--- src/rtl/rr_sel_scheduler.sv ---
// Round-robin scheduler feeding a 4-to-16 select decoder: one grant at a time,
// programmable hold length, and a one-cycle dead gap between grants.
module rr_sel_scheduler #(
  parameter int N     = 16,
  parameter int IDXW  = 4,
  parameter int HOLDW = 4
) (
  input  logic             clk,
  input  logic             rst_n,
  input  logic [N-1:0]     req,
  input  logic [HOLDW-1:0] hold_cycles,
  input  logic             rel,          // early release; "release" is a reserved word
  output logic             enable,
  output logic [IDXW-1:0]  in,
  output logic             busy
);

  typedef enum logic [1:0] {IDLE, GRANT, GAP} state_t;

  state_t           state, state_nxt;
  logic [IDXW-1:0]  ptr, ptr_nxt;
  logic [IDXW-1:0]  in_nxt;
  logic [HOLDW-1:0] cnt, cnt_nxt;
  logic [IDXW-1:0]  pick, idx;
  logic             found;

  // Rotating first-set scan starting at ptr; the 4-bit add wraps 15 -> 0.
  always_comb begin
    pick  = '0;
    found = 1'b0;
    idx   = '0;
    for (int i = 0; i < N; i++) begin
      idx = ptr + i[IDXW-1:0];
      if (!found && req[idx]) begin
        found = 1'b1;
        pick  = idx;
      end
    end
  end

  always_comb begin
    state_nxt = state;
    ptr_nxt   = ptr;
    cnt_nxt   = cnt;
    in_nxt    = in;
    case (state)
      GRANT: begin
        if (!req[in] || rel || cnt == HOLDW'(1)) begin
          state_nxt = GAP;
        end else begin
          cnt_nxt = cnt - HOLDW'(1);
        end
      end
      default: begin
        if (found) begin
          state_nxt = GRANT;
          in_nxt    = pick;
          cnt_nxt   = (hold_cycles == '0) ? HOLDW'(1) : hold_cycles;
          ptr_nxt   = pick + IDXW'(1);
        end else begin
          state_nxt = IDLE;
        end
      end
    endcase
  end

  // Outputs are registered copies of the next state so nothing is combinational to the pins.
  always_ff @(posedge clk or negedge rst_n) begin
    if (!rst_n) begin
      state  <= IDLE;
      ptr    <= '0;
      cnt    <= '0;
      in     <= '0;
      enable <= 1'b0;
      busy   <= 1'b0;
    end else begin
      state  <= state_nxt;
      ptr    <= ptr_nxt;
      cnt    <= cnt_nxt;
      in     <= in_nxt;
      enable <= (state_nxt == GRANT);
      busy   <= (state_nxt == GRANT);
    end
  end

endmodule

--- config.mk ---
export PLATFORM = sky130hd
export DESIGN_NAME = rr_sel_scheduler
export DESIGN_NICKNAME = d
export VERILOG_FILES = /design/src/rtl/rr_sel_scheduler.sv
export SDC_FILE = /design/constraint.sdc
export NUM_CORES = 1
export LEC_CHECK = 0
export CAP_MARGIN = 30
export CORE_ASPECT_RATIO = 2
export CORE_MARGIN = 2
export CORE_UTILIZATION = 29
export DETAILED_ROUTE_END_ITERATION = 8
export GPL_TIMING_DRIVEN = 1
export PLACE_DENSITY = 0.43
export SETUP_SLACK_MARGIN = 0.15
export SYNTH_ARGS = -nofsm -noshare
export SYNTH_HDL_FRONTEND = slang
export SYNTH_SLANG_ARGS = --single-unit
--- constraint.sdc ---
create_clock -name clk -period 5.2 [get_ports clk]
set_input_delay 0.78 -clock clk [delete_from_list [all_inputs] [get_ports clk]]
set_output_delay 0.78 -clock clk [all_outputs]
set_load 0.03 [all_outputs]
==> run summary, run 1 <==
Final setup TNS -> 0 ns
Clk slew on worst S/H paths -> 0.05 ns
Critical path class -> flop to flop
Post-CTS setup buffers -> 0
Tightest Pin Transition -> 0.837 ns
Area occupied by multi-input gates -> 0.00239 mm2
Layout cells sized above 1 -> 18.4%
Critical path arrival -> 4.64 ns
Crit path buf inv count -> 1
First-pass GRT wire length -> 16300 um
Top post-synthesis cells by count -> nand2_1 (24), o21ai_0 (21), mux2i_1 (19), mux2_2 (18), nor2_1 (18)
Top cells by area, synth -> dfrtp_1 (13%), mux4_2 (11%), mux4_1 (9.1%)
CTS Buffer Depth -> 2
Fmax -> 0.221 GHz
Startpoint Class -> flop
Critical path's largest stage delay -> 0.78 ns
Via count -> 2796
I/O pin count -> 29
Initial Utilization -> 29.8%
Critical path capture point type -> flop
Met2 Wirelength -> 5990 um
Largest net degree at the start of global routing -> 25
Mapped Area -> 0.00289 mm2
Core Footprint -> 0.00970 mm2
Register area share after synthesis -> 13.0%
Final count of negative-setup-slack endpoints -> 0
Slowest-stage cell, CP -> ha_1
YS warnings -> 0
Synth cell types -> 62
CP top delay family -> multiplexers
Worst slew margin -> 43.8%
Largest family of logic cells by synthesized area -> multiplexers
Final #Nets -> 377
WP data required -> 5.31 ns
CTS Hold Bufs -> 0
Met3 WL -> 292 um
Initial antenna violation count -> 0
DPL Wire Length -> 8610 um
Final min period -> 4.53 ns
Final hold violation count -> 0
Outcome -> finished, final reports clean
H-tree depth -> 1
Reg area -> 375 um2
Die Y -> 145 um
Post-synthesis mux area share -> 34.1%
Vias/cell -> 5.89
Seq cells post-synth -> 15
CTS root buffer -> clkbuf_16
Smallest hold slack -> 0.575 ns
Layout area overhead -> 18.5%
Compound-cell area share of the yosys netlist -> 19.4%
Most common cell in the synthesized netlist -> nand2_1
Global placer's final weighted congestion -> 0.956
HP Class -> flop to flop
Synth Area in Simple Gates -> 20.9%
IO Port Bufs -> 28
Syn_area_per_cell -> 9.23 um2
XOR/XNOR Fraction of Synth Area -> 3.94%
Wl on met1 -> 3370 um
RSZ-0062 raised after global routing -> false
Syn Nets -> 346
Top Layer Used -> met4
Die Width -> 74.6 um
# rows -> 51
Yosys top cell by area -> dfrtp_1
Number of global-route vias before repair -> 2922
First-pass iteration count of the detailed router -> 4
Layout Skew -> 0.00187 ns
CTS buffer count -> 3
Number of nets with antenna violations after routing -> 0
Yosys top cell area share -> 13.0%
Clock latency on the worst-skew pair -> 0.25 ns
Post-synthesis adder-cell area fraction -> 4.33%
Die Area -> 0.0108 mm2
Crit-path cells -> inv_1 > ha_1 > mux4_2 > mux2i_1 > mux2i_1 > nor4_4 > nand4_4 > or3_1 > and3_4 > a41oi_4 > ha_1 > nand2_1 > o21ai_0
CP max FO -> 17
Global router's overall resource usage -> 20.0%
Post-synth ARST share -> 100%
Maxcap violations -> 0
Number of synthesized flops with an enable pin -> 0
Global route overflow -> 0
# fillers -> 1078
Final slew viol count -> 0
Post-CTS sizing -> 0
1st-iter DRT viols -> 248
ANT cells -> 0
# DRC -> 0
CTS Sinks -> 15
Synth Flop Type -> dfrtp_1
Cells after Synth -> 313
CTS tree -> done
Tcrit/Tclk final -> 87.2%
DR WL/cell -> 22.0 um
Final WL -> 10400 um
-- routing by layer --
layer / vias to the layer above / GRT usage (%)
met5: - / 0
met4: 0 / 13.2
met3: 41 / 1.25
met2: 91 / 37.7
met1: 1361 / 19.4
li1: 1303 / -
-- through the flow --
step | util, % | cell area, um2 | setup slack, ns | std cells
after floorplan | - | 2890 | 0.952 | 313
after global placement | 34.5 | 3340 | 0.663 | 471
after detailed placement | 34.5 | 3340 | 0.693 | 471
after CTS | 35.3 | 3420 | 0.697 | 475
after global routing | 35.3 | 3420 | 0.450 | 475
final | 35.3 | 3420 | 0.667 | 475
-- flip-flops by register name, summed over array words and instances, names as in the netlist --
register and cells:
cnt 4, ptr 4, busy 1, in 4, state 2
-- worst paths after layout --
kind                              from      to  slack [ns]  cells past startpoint
worst min-delay path            cnt[3]  cnt[3]        0.58                      2
worst min register to register  cnt[3]  cnt[3]        0.58                      2
worst max register to register  ptr[1]  ptr[1]        0.67                     13
max in group asynchronous        rst_n   in[3]        3.82                      1
worst max-delay path            ptr[1]  ptr[1]        0.67                     13
min in group asynchronous        rst_n  cnt[2]        0.94                      1
-- cells in the final DEF, fill, tap and decap left out, types with 3 or more instances in the layout --
| cell | Yosys | routed |
|---|---|---|
| mux4_1 | 10 | 10 |
| xnor2_1 | 11 | 11 |
| nor3_1 | 5 | 5 |
| clkdlybuf4s50_1 | 0 | 28 |
| mux2i_1 | 19 | 19 |
| ha_1 | 10 | 10 |
| and3_1 | 5 | 5 |
| nand3_1 | 15 | 15 |
| a22oi_1 | 4 | 4 |
| a211oi_1 | 3 | 3 |
| a31oi_1 | 5 | 5 |
| mux4_2 | 14 | 14 |
| buf_4 | 1 | 13 |
| nor2_1 | 18 | 18 |
| dfrtp_1 | 15 | 15 |
| inv_1 | 9 | 9 |
| nand2b_1 | 6 | 6 |
| mux2_2 | 18 | 18 |
| clkbuf_16 | 0 | 3 |
| or2_2 | 3 | 3 |
| nand2_1 | 24 | 24 |
| nor4_1 | 6 | 6 |
| a21oi_1 | 17 | 17 |
| o21ai_0 | 21 | 21 |
| o211ai_1 | 9 | 9 |
| nand4_1 | 3 | 3 |
-- worst min-delay path, stage by stage, from the launching register on --
cell	delay, ns
dfrtp_1	0.37
a21oi_1	0.05
a21oi_1	0.11
-- layout make-up --
cell class / instances / area share [%]
inverters: 10 / 1.10
clock buffers: 4 / 2.30
well taps: 132 / 4.83
flip-flops and latches: 15 / 11.0
repair buffers: 41 / 11.0
multi-input cells: 273 / 69.8
-- cell families after synthesis --
logic type / Yosys count
simple gates: 106
compound gates: 82
mux: 62
buf+inv: 25
flops: 15
xor+xnor: 13
fa+ha+maj: 10
Power of run 1 is not shown: default switching activity piles up to over one toggle a cycle in this logic, so the estimate is an artifact.
==> run 2: changes to the inputs <==
Settings changed: SLEW_MARGIN set to 20.
==> results of run 2 <==
The final DEF is identical to that of run 1; final timing and power are the same.
Power of run 2 is left out for the same reason.
